===== config.mk =====
export PLATFORM = sky130hd
export DESIGN_NAME = dice_roll_controller
export DESIGN_NICKNAME = d
export VERILOG_FILES = /design/src/rtl/dice_roll_controller.sv
export SDC_FILE = /design/constraint.sdc
export NUM_CORES = 1
export LEC_CHECK = 0
export CELL_PAD_IN_SITES_DETAIL_PLACEMENT = 0
export CELL_PAD_IN_SITES_GLOBAL_PLACEMENT = 1
export CORE_ASPECT_RATIO = 1.1
export CORE_MARGIN = 2
export CORE_UTILIZATION = 44
export CTS_CLUSTER_SIZE = 25
export DETAILED_ROUTE_END_ITERATION = 7
export MAX_ROUTING_LAYER = met4
export PLACE_DENSITY_LB_ADDON = 0.1
export RECOVER_POWER = 50
export SKIP_LAST_GASP = 1
export SLEW_MARGIN = 5
export SYNTH_ARGS = -nofsm -noshare
export SYNTH_HDL_FRONTEND = slang
export SYNTH_SLANG_ARGS = --single-unit

===== constraint.sdc =====
create_clock -name clock -period 6.6 [get_ports clock]
set_input_delay 0.66 -clock clock [delete_from_list [all_inputs] [get_ports clock]]
set_output_delay 0.66 -clock clock [all_outputs]
set_load 0.02 [all_outputs]

===== src/rtl/dice_roll_controller.sv =====
// rtl/dice_roll_controller.sv - dice roller requester with sum/min/max accumulation
// Optional abort input and aborted flag enabled by DICE_ROLL_ABORT_EN.
module dice_roll_controller #(
    parameter int COUNT_W      = 8,
    parameter int SUM_W        = 16,
    parameter int RESP_LATENCY = 2
) (
    input  logic               clock,
    input  logic               reset,
    input  logic               cmd_valid,
    output logic               cmd_ready,
    input  logic [1:0]         cmd_die,
    input  logic [COUNT_W-1:0] cmd_count,
    output logic [1:0]         die_select,
    output logic               roll,
    input  logic [7:0]         rolled_number,
    output logic               result_valid,
    input  logic               result_ready,
    output logic [SUM_W-1:0]   sum,
    output logic [7:0]         min_face,
    output logic [7:0]         max_face,
    output logic [COUNT_W-1:0] rolls_done,
    output logic               range_error
`ifdef DICE_ROLL_ABORT_EN
    ,
    input  logic               abort,
    output logic               aborted
`endif
);

    typedef enum logic [1:0] {IDLE, ROLL, WAIT, DONE} state_t;

    localparam logic [3:0] LATENCY = 4'(RESP_LATENCY);

    state_t             state;
    logic [COUNT_W-1:0] count;
    logic [3:0]         wait_cnt;

    logic [7:0]         faces;
    logic               over;
    logic [7:0]         face;
    logic [SUM_W:0]     sum_ext;
    logic [SUM_W-1:0]   sum_next;
    logic [COUNT_W:0]   done_inc;
    logic               last_roll;
    logic               abort_hit;

    always_comb begin
        faces = 8'd20;
        case (die_select)
            2'd0:    faces = 8'd4;
            2'd1:    faces = 8'd6;
            2'd2:    faces = 8'd8;
            default: faces = 8'd20;
        endcase
    end

    // Out-of-range raw values are clamped to the top face so the stats stay meaningful.
    assign over      = rolled_number >= faces;
    assign face      = over ? faces : rolled_number + 8'd1;
    assign sum_ext   = {1'b0, sum} + (SUM_W+1)'(face);
    assign sum_next  = sum_ext[SUM_W] ? '1 : sum_ext[SUM_W-1:0];
    assign done_inc  = {1'b0, rolls_done} + (COUNT_W+1)'(1);
    assign last_roll = done_inc == {1'b0, count};

`ifdef DICE_ROLL_ABORT_EN
    assign abort_hit = abort && (state == ROLL || state == WAIT);
`else
    assign abort_hit = 1'b0;
`endif

    always_ff @(posedge clock or negedge reset) begin
        if (!reset) begin
            state        <= IDLE;
            cmd_ready    <= 1'b1;
            die_select   <= 2'd0;
            roll         <= 1'b0;
            result_valid <= 1'b0;
            sum          <= '0;
            min_face     <= 8'd0;
            max_face     <= 8'd0;
            rolls_done   <= '0;
            range_error  <= 1'b0;
            count        <= '0;
            wait_cnt     <= 4'd0;
`ifdef DICE_ROLL_ABORT_EN
            aborted      <= 1'b0;
`endif
        end else begin
            roll <= 1'b0;
            if (abort_hit) begin
                // The sample due at this edge (if any) is dropped; partial stats are reported.
                state        <= DONE;
                result_valid <= 1'b1;
`ifdef DICE_ROLL_ABORT_EN
                aborted      <= 1'b1;
`endif
            end else begin
                case (state)
                    IDLE: begin
                        if (cmd_valid) begin
                            die_select  <= cmd_die;
                            count       <= cmd_count;
                            sum         <= '0;
                            min_face    <= 8'd0;
                            max_face    <= 8'd0;
                            rolls_done  <= '0;
                            range_error <= 1'b0;
                            cmd_ready   <= 1'b0;
                            if (cmd_count == '0) begin
                                state        <= DONE;
                                result_valid <= 1'b1;
                            end else begin
                                state <= ROLL;
                                roll  <= 1'b1;
                            end
                        end
                    end
                    ROLL: begin
                        wait_cnt <= LATENCY;
                        state    <= WAIT;
                    end
                    WAIT: begin
                        wait_cnt <= wait_cnt - 4'd1;
                        if (wait_cnt == 4'd1) begin
                            sum         <= sum_next;
                            rolls_done  <= done_inc[COUNT_W-1:0];
                            range_error <= range_error | over;
                            if (rolls_done == '0 || face < min_face)
                                min_face <= face;
                            if (rolls_done == '0 || face > max_face)
                                max_face <= face;
                            if (last_roll) begin
                                state        <= DONE;
                                result_valid <= 1'b1;
                            end else begin
                                state <= ROLL;
                                roll  <= 1'b1;
                            end
                        end
                    end
                    DONE: begin
                        if (result_ready) begin
                            state        <= IDLE;
                            result_valid <= 1'b0;
                            cmd_ready    <= 1'b1;
`ifdef DICE_ROLL_ABORT_EN
                            aborted      <= 1'b0;
`endif
                        end
                    end
                    default: state <= IDLE;
                endcase
            end
        end
    end

endmodule


==> reports/summary.txt, run 1 <==
# diodes = 0
First DRT Iteration DRCs = 136
Cell taking the most area after synthesis = dfrtp_1
CTS sink cnt = 60
Routed Antenna Nets = 0
Status = complete, but fails checks
Insertion delay to the later sink of the worst-skew pair = 0.34 ns
Fraction of layout instances using a drive strength above 1 = 8.300%
PortBufs = 67
CTS tree = done
First-pass GRT wire length = 16.64 mm
Drt wl/cell = 16.29 µm
Via density = 5.616
Ys async rst share = 100.0%
Overall routed net length = 10.10 mm
Slew margin rel. = -127.7%
Most frequent cells in the layout = dfrtp_1 (59), clkdlybuf4s50_1 (59), inv_1 (33), ha_1 (33), nand2_1 (32)
Critical path's slowest cell = a2111oi_0
Flops & latches, synth = 60
Max Slew Vio Count = 61
Final worst-path cycle share = 71.06%
Area Overhead vs Synth = 24.25%
Crit path kind = in2reg
# hold bufs at CTS = 0
CP Max Fanout = 8
Post-synthesis sequential area ratio = 37.38%
Reg clk slew, reported paths = 0.07 ns
RSZ-0062 raised after global routing = no
Placed cells = 604
H-tree Lvls = 3
Synth Warn # = 0
Initial core utilization = 45.30%
Final worst setup slack = 1.910 ns
Worst hold-check path type = reg2reg
GR Util All Layers = 21.92%
# fillers = 825
Largest net degree at the start of global routing = 61
# DRC = 0
Storage cell area = 1503 µm²
CTS Root Cell = clkbuf_8
Die footprint = 9918 µm²
Number of flops mapped to enable cells by yosys = 0
Core Area = 8874 µm²
Gpl congestion = 0.9032
Area contributors post-synth = dfrtp_1 (37%), ha_1 (10%), mux2_2 (3.4%)
Max-Cap Viols = 1
NumNets Final = 557
Max clock buf depth = 2
Peak VDD IR = 190.2 µV
Mapped Area = 4020 µm²
Hold Fails Final Rpt = 0
Mean Syn Cell Area = 9.371 µm²
Failing checks = max-capacitance violations, max-slew violations
HPWL Detailed = 7.358 mm
Setup tns final = 0 ns
Min Hold Slack = 0.5215 ns
Post-synth top area share = 36.73%
Die extent in x = 95.14 µm
Crit. End Element = flip-flop
Yosys cell types = 68
Number of global-route vias before repair = 3,432
Leakage = 2.149 nW
Tmin final = 4.690 ns
Final worst clock skew = 0.01170 ns
Die height = 104.3 µm
Row cnt = 36
Final Instance Area = 4995 µm²
Post-CTS setup buffers = 0
Num ports = 68
FMAX = 0.2132 GHz
Syn Inst Count = 429
PostCTS Resize Cnt = 0
Footprint of the multi-input gates = 2331 µm²
Critical path cell sequence = clkdlybuf4s50_1, ha_1, nor4_1, o21ai_1, a21oi_1, nor2b_1, ha_1, a21o_1, a21o_1, a2111oi_0, a21oi_2, a32o_1
Actual slew at the worst max-slew pin = 3.416 ns
Max incr delay on CP = 0.77 ns
Gr ovfl total = 0
CTS Buf Count = 9
DR vias = 3,482
Drt pass-1 iters = 4
Pwr per Cell Area = 422.0 nW/µm²
Worst Path Required = 6.83 ns
Final Non-Filler Cells = 620
Crit path DAT = 4.92 ns
Pre-CTS setup slack = 1.570 ns
# setup viols final = 0
Critical Path Start Type = primary input
Commonest register cell after synthesis = dfrtp_1
Initial antenna violation count = 0
Post-DP Area = 4806 µm²
[metrics by stage]
step | util, % | total power, mW
2_1_floorplan | - | 1.410
3_3_place_gp | 54.16 | 1.765
3_5_place_dp | 54.16 | 1.778
4_1_cts | 56.44 | 2.129
5_1_grt | 56.29 | 2.282
6_report | 56.29 | 2.108
[layout make-up]
type | instances | area share, %
multi-input cells | 325 | 46.67
clock buffers | 12 | 3.106
flip-flops and latches | 60 | 30.09
clock inverters | 4 | 0.9519
inverters | 34 | 2.555
well taps | 114 | 2.856
repair buffers | 71 | 13.78
[cell usage after synthesis, types with 3 or more instances]
cell	number
o21ai_1	8
a211o_1	4
a22oi_1	3
nor2b_1	8
a21oi_1	21
inv_1	33
dfrtp_1	59
o21a_1	5
nor3_1	12
mux2_2	12
a311oi_1	4
xor2_1	6
nor2_1	26
a22o_1	4
clkbuf_1	9
a211oi_1	3
nand4_1	6
and3_1	5
or3_1	5
nand3_1	13
ha_1	33
mux2i_1	9
nor4_1	5
nand2_1	32
a31oi_1	7
xnor2_1	12
a21o_1	7
a32o_1	6
o21ai_0	24
[sequential cells by signal (all words and copies together), names as in the netlist]
signal,flops
state,2
rolls_done,8
min_face,8
wait_cnt,4
sum,16
die_select,2
range_error,1
roll,1
count,8
result_valid,1
max_face,8
cmd_ready,1
[routing by layer]
layer,up-vias,wire (µm),global-route usage (%)
met2,79,4819,33.80
li1,1710,-,-
met4,0,201,7.557
met5,-,0,-
met1,1677,4716,29.83
met3,16,364,2.536
[power by group]
part           switching, mW  internal (mW)  total (mW)  leakage (nW)
clock network          0.149          0.194       0.343         0.102
registers              0.110          0.480       0.590         0.790
logic                  0.672          0.503        1.17          1.26
total                  0.931           1.18        2.11          2.15
[worst max-delay path, delay by kind of cell]
kind                     cells  cell delay, ns
AO/OA/AOI/OAI                7            2.34
adder cells (fa/ha/maj)      2            0.58
buffers and inverters        1            0.46
AND/OR/NAND/NOR              2            0.87
[cells by family (layout without fill, tap and decap cells)]
group	after synthesis	after routing	share of synthesized area, %
adders and majority gates	34	34	10.77
xor gates and xnor gates	18	18	3.922
and+or+nand+nor	124	124	15.34
muxes	22	22	5.976
other	1	6	0.09328
buffers and inverters	49	121	4.948
DFF	60	60	37.38
AOI/OAI and AO/OA	121	121	21.57
[path summary, 6_finish.rpt]
path / slack, ns / to / from / depth (start not counted)
hold reg to reg: 0.52 / sum[2] / sum[2] / 2
hold / removal: 0.52 / sum[2] / sum[2] / 2
min in group asynchronous: 1.56 / count[2] / reset / 2
max in group asynchronous: 3.09 / sum[2] / reset / 2
setup / recovery: 1.91 / max_face[4] / rolled_number[4] / 12
setup reg to reg: 2.19 / max_face[4] / die_select[0] / 12
Note: power is estimated with default switching activity, not from simulation.
==> inputs of run 2 (changes only) <==
--- a/config.mk
+++ b/config.mk
@@ -9,7 +9,7 @@
 export CELL_PAD_IN_SITES_GLOBAL_PLACEMENT = 1
 export CORE_ASPECT_RATIO = 1.1
 export CORE_MARGIN = 2
-export CORE_UTILIZATION = 44
+export CORE_UTILIZATION = 41
 export CTS_CLUSTER_SIZE = 25
 export DETAILED_ROUTE_END_ITERATION = 7
 export MAX_ROUTING_LAYER = met4
==> constraint.sdc (replaced) <==
create_clock -name clock -period 4.35 [get_ports clock]
set_input_delay 0.435 -clock clock [delete_from_list [all_inputs] [get_ports clock]]
set_output_delay 0.435 -clock clock [all_outputs]
set_load 0.02 [all_outputs]
==> run 2 against run 1 <==
Effect of this change:
- critical endpoint is now min_face[0]
- non-clock buffer count up 9
- cell area is 1.9% higher
- the flow still finishes with violations (max-capacitance violations, max-slew violations)
- largest cell class unchanged
- total power increased by 56%
- critical path depth grew 1
- via count hardly changed
==> reports/summary.txt, run 2 (synthesis gave the netlist of run 1 again) <==
# hold bufs at CTS = 0
# diodes = 0
# DRC = 0
# fillers = 892
Crit path DAT = 4.16 ns
Crit path kind = in2reg
Leading cell type in the layout, fill and taps excluded = dfrtp_1
Crit. End Element = flip-flop
# setup viols final = 0
Gpl congestion = 0.8832
Initial antenna violation count = 0
Core Area = 9444 µm²
HPWL Detailed = 7.691 mm
Hold Fails Final Rpt = 0
Crit-path most repeated cell = a21oi_1
Pre-CTS setup slack = 0.08435 ns
GR Util All Layers = 21.01%
Setup tns final = 0 ns
Worst Path Required = 4.59 ns
Die footprint = 10,610 µm²
Critical path cell sequence = clkdlybuf4s50_1, ha_1, a21oi_1, o21ai_1, a21oi_1, mux2i_1, ha_1, a21oi_1, nor2_1, a211o_1, a2111oi_4, nor2_2, mux2_4
Gr ovfl total = 0
Worst hold-check path type = reg2reg
Buf/Inv on CP = 1
Final worst-path cycle share = 90.20%
Comb pwr share = 55.1%
CP Max Fanout = 6
Drt wl/cell = 16.48 µm
First-pass GRT wire length = 17.19 mm
Leakage = 2.216 nW
Post-CTS setup buffers = 0
Core Util, Final = 53.87%
Placed cells = 616
Via density = 5.514
Status = complete, but fails checks
Fraction of layout instances using a drive strength above 1 = 10.10%
Sw Ratio = 44.30%
Slew margin rel. = -123.5%
Largest net degree at the start of global routing = 61
Failing checks = max-capacitance violations, max-slew violations
Pwr per Cell Area = 646.0 nW/µm²
Overall routed net length = 10.42 mm
Max Slew Vio Count = 61
Reg clk slew, reported paths = 0.07 ns
Tmin final = 3.924 ns
Tot Pwr = 3.286 mW
Share of power burned in registers = 27.2%
RSZ-0062 raised after global routing = no
Insertion delay to the later sink of the worst-skew pair = 0.36 ns
Actual slew at the worst max-slew pin = 3.352 ns
Max reg flops = 16
Initial core utilization = 42.57%
Crit. path cell count = 13
Largest register by flop count = sum
Final Non-Filler Cells = 632
Pint = 1.831 mW
Number of global-route vias before repair = 3,452
CTS Buf Count = 9
Max clock buf depth = 2
PortBufs = 67
R2R depth = 13
NumNets Final = 566
Critical path's slowest cell = mux2i_1
PostCTS Resize Cnt = 0
Hold depth = 2
Critical Path Start Type = primary input
Switching pwr = 1.456 mW
Most frequent cells in the layout = dfrtp_1 (59), clkdlybuf4s50_1 (52), inv_1 (33), ha_1 (33), nand2_1 (32)
Peak VDD IR = 315.6 µV
H-tree Lvls = 3
DR vias = 3,485
CTS sink cnt = 60
Die height = 107.9 µm
Max-Cap Viols = 1
Num ports = 68
Die extent in x = 98.41 µm
Share of total power in the clock network = 17.7%
Routed Antenna Nets = 0
Max incr delay on CP = 0.52 ns
CTS Root Cell = clkbuf_8
Area Overhead vs Synth = 26.55%
Final worst clock skew = 0.01142 ns
CP delay by family, top = compound AO/OA/AOI/OAI gates
Drt pass-1 iters = 4
FMAX = 0.2549 GHz
Final worst setup slack = 0.4263 ns
First DRT Iteration DRCs = 156
Row cnt = 37
CTS tree = done
run 2: changes by cell type in the layout (fill, tap and decap cells not counted):
cell             previous run  this run
clkbuf_8                   11         9
clkinvlp_4                  1         3
clkbuf_1                    3         2
clkinv_4                    0         1
buf_4                       2        11
inv_6                       0         1
clkdlybuf4s50_1            59        52
dlygate4sd3_1               7        14
bufinv_16                   1         2
clkinv_2                    2         0
run 2: final timing paths:
kind	from	end	slack (ns)
max in group asynchronous	reset	sum[15]	1.17
min in group asynchronous	reset	rolls_done[2]	1.30
setup reg to reg	die_select[0]	min_face[0]	0.43
hold reg to reg	sum[2]	sum[2]	0.52
setup / recovery	rolled_number[3]	min_face[0]	0.43
hold / removal	sum[2]	sum[2]	0.52
run 2: power groups by stage:
stage	sequential, mW	clock [mW]	combinational, mW
2_1_floorplan	0.977	0	1.16
3_3_place_gp	0.898	0	1.80
3_5_place_dp	0.904	0	1.83
4_1_cts	0.896	0.595	1.84
5_1_grt	0.921	0.618	2.00
6_report	0.893	0.582	1.81
run 2: cell type report:
cell class / instances / area [µm²] / share of cell area [%]
Clock inverter: 7 / 100.1 / 1.968
Clock buffer: 9 / 123.9 / 2.435
Tap cell: 117 / 146.4 / 2.878
Inverter: 34 / 127.6 / 2.509
Sequential cell: 60 / 1503 / 29.54
Multi-Input combinational cell: 325 / 2331 / 45.82
Timing Repair Buffer: 80 / 755.7 / 14.85
run 2: stage by stage:
| step | area [µm²] | hold WS, ns |
|---|---|---|
| floorplan | 4039 | 0.1394 |
| global placement | 4877 | 0.5015 |
| detailed placement | 4877 | 0.5008 |
| CTS | 5101 | 0.2795 |
| global route | 5087 | 0.5608 |
| finish | 5087 | 0.5172 |
run 2: metal layers:
| layer | vias to the layer above | GRT usage, % | share of wire (%) |
|---|---|---|---|
| li1 | 1730 | - | - |
| met1 | 1667 | 26.79 | 46 |
| met2 | 76 | 34.26 | 49 |
| met3 | 12 | 2.922 | 4.2 |
| met4 | 0 | 7.828 | 1.1 |
| met5 | - | - | 0 |
run 2: tightest hold or removal path, stage by stage, from the launching register on:
cell	delay (ns)
dfrtp_1	0.38
nand2_1	0.06
nand2_1	0.05
==> inputs of run 3 (changes only) <==
--- a/config.mk
+++ b/config.mk
@@ -7,7 +7,7 @@
 export LEC_CHECK = 0
 export CELL_PAD_IN_SITES_DETAIL_PLACEMENT = 0
 export CELL_PAD_IN_SITES_GLOBAL_PLACEMENT = 1
-export CORE_ASPECT_RATIO = 1.1
+export CORE_ASPECT_RATIO = 0.9
 export CORE_MARGIN = 2
 export CORE_UTILIZATION = 41
 export CTS_CLUSTER_SIZE = 25
==> run 3 against run 2 <==
Effect of this change:
- the run still ends with max-capacitance violations, max-slew violations left
- cell area increased by 0.17%
- clock-buffer cell count up 2
- non-clock buffer count up 1
- critical endpoint unchanged
- highest routed layer unchanged
- total power decreased by 0.35%
- maximum frequency is 1.8% lower
- via count up 0.40%
==> reports/summary.txt, run 3 (synthesis gave the netlist of run 1 again) <==
Status = complete, but fails checks
Failing checks = max-capacitance violations, max-slew violations
Via density = 5.450
Pre-CTS setup slack = 0.05384 ns
# DRC = 0
Critical Path Start Type = flip-flop
Most frequent cells in the layout = dfrtp_1 (59), clkdlybuf4s50_1 (58), inv_1 (33), ha_1 (33), nand2_1 (32)
# setup viols final = 0
Initial core utilization = 41.81%
Max incr delay on CP = 0.42 ns
FMAX = 0.2504 GHz
Overall routed net length = 10.26 mm
Buf/Inv on CP = 2
Final worst-path cycle share = 91.81%
CTS sink cnt = 60
Hold Fails Final Rpt = 0
PortBufs = 67
RSZ-0062 raised after global routing = no
Number of global-route vias before repair = 3,378
Core Area = 9614 µm²
CTS tree = done
Largest net degree at the start of global routing = 32
CTS Buf Count = 9
H-tree Lvls = 3
Drt wl/cell = 15.99 µm
Worst hold-check path type = in2async
Leading cell type in the layout, fill and taps excluded = dfrtp_1
Crit. End Element = flip-flop
Routed Antenna Nets = 0
CP Max Fanout = 6
Placed cells = 626
Crit path kind = reg2reg
Max-Cap Viols = 2
Gr ovfl total = 0
Slew margin rel. = -13.93%
Final worst setup slack = 0.3562 ns
Final Non-Filler Cells = 642
Gpl congestion = 0.8180
Insertion delay to the later sink of the worst-skew pair = 0.35 ns
Post-CTS setup buffers = 0
Peak VDD IR = 240.1 µV
Actual slew at the worst max-slew pin = 1.709 ns
Pwr per Cell Area = 642.6 nW/µm²
Reg clk slew, reported paths = 0.08 ns
Max Slew Vio Count = 63
NumNets Final = 567
DR vias = 3,499
Area Overhead vs Synth = 26.77%
Die extent in x = 108.4 µm
Row cnt = 34
Max clock buf depth = 2
GR Util All Layers = 21.05%
CP delay by family, top = compound AO/OA/AOI/OAI gates
First-pass GRT wire length = 17.02 mm
Critical path's slowest cell = dfrtp_1
Core Util, Final = 53.01%
Fraction of layout instances using a drive strength above 1 = 10.27%
Max reg flops = 16
Largest register by flop count = sum
CTS Root Cell = clkbuf_8
Leakage = 2.199 nW
# diodes = 0
Drt pass-1 iters = 4
Final worst clock skew = 0.01322 ns
Critical path cell sequence = nand2b_1, ha_1, a21oi_1, o21ai_1, a21oi_1, buf_4, mux2i_1, buf_4, ha_1, nand4_1, nor2_1, a211o_1, a2111oi_4, nor2_2, mux2_4
First DRT Iteration DRCs = 84
Setup tns final = 0 ns
Die height = 97.94 µm
Crit path DAT = 4.24 ns
Die footprint = 10,610 µm²
HPWL Detailed = 7.739 mm
Worst Path Required = 4.59 ns
Initial antenna violation count = 0
Tmin final = 3.994 ns
Num ports = 68
[run 3: changes by cell type in the layout (fill, tap and decap cells not counted), sizes merged]
cell | before | now
buf | 12 | 11
clkinvlp | 3 | 2
clkdlybuf4s50 | 52 | 58
clkbuf | 11 | 15
dlygate4sd3 | 14 | 8
bufinv | 2 | 1
[run 3: worst paths after layout]
kind / startpoint / cells after the start / slack (ns) / end
max in group asynchronous: reset / 2 / 1.58 / sum[15]
worst min-delay path: reset / 1 / 0.47 / min_face[6]
worst max-delay path: die_select[0] / 15 / 0.36 / min_face[0]
worst max register to register: die_select[0] / 15 / 0.36 / min_face[0]
worst min register to register: range_error / 2 / 0.51 / range_error
min in group clock: range_error / 2 / 0.51 / range_error
[run 3: power breakdown]
part / internal (mW) / switching, mW / total [mW]
Clock: 0.297 / 0.243 / 0.540
Sequential: 0.728 / 0.164 / 0.892
Combinational: 0.794 / 1.05 / 1.84
[run 3: final cells by class]
class	count	area, µm²
clock inverters	5	58.81
fillers	906	4518
flip-flops and latches	60	1503
multi-input cells	325	2340
inverters	34	127.6
clock buffers	11	151.4
repair buffers	81	758.2
well taps	126	157.7
[run 3: metal layers]
| metal | global-route usage [%] | up-vias | share of wire [%] | routed length [µm] |
|---|---|---|---|---|
| li1 | - | 1729 | - | - |
| met1 | 28.93 | 1691 | 50 | 5084 |
| met2 | 32.12 | 67 | 46 | 4695 |
| met3 | 4.473 | 12 | 3.5 | 359 |
| met4 | 4.438 | 0 | 1.2 | 125 |
| met5 | - | - | 0 | 0 |
[run 3: what timing repair did]
| item | CTS | global route |
|---|---|---|
| hold buffers | 0 | 0 |
| resized for setup | 0 | 1 |
| setup endpoints to repair | 0 | 1 |
[run 3: metrics by stage]
stage          area [µm²]  hold WS (ns)  power [mW]
6_report             5096        0.4688       3.275
5_1_grt              5096        0.5276       3.533
4_1_cts              5106        0.1352       3.304
3_5_place_dp         4896        0.5001       2.754
3_3_place_gp         4896        0.4987       2.720
2_1_floorplan        4039        0.1394       2.139
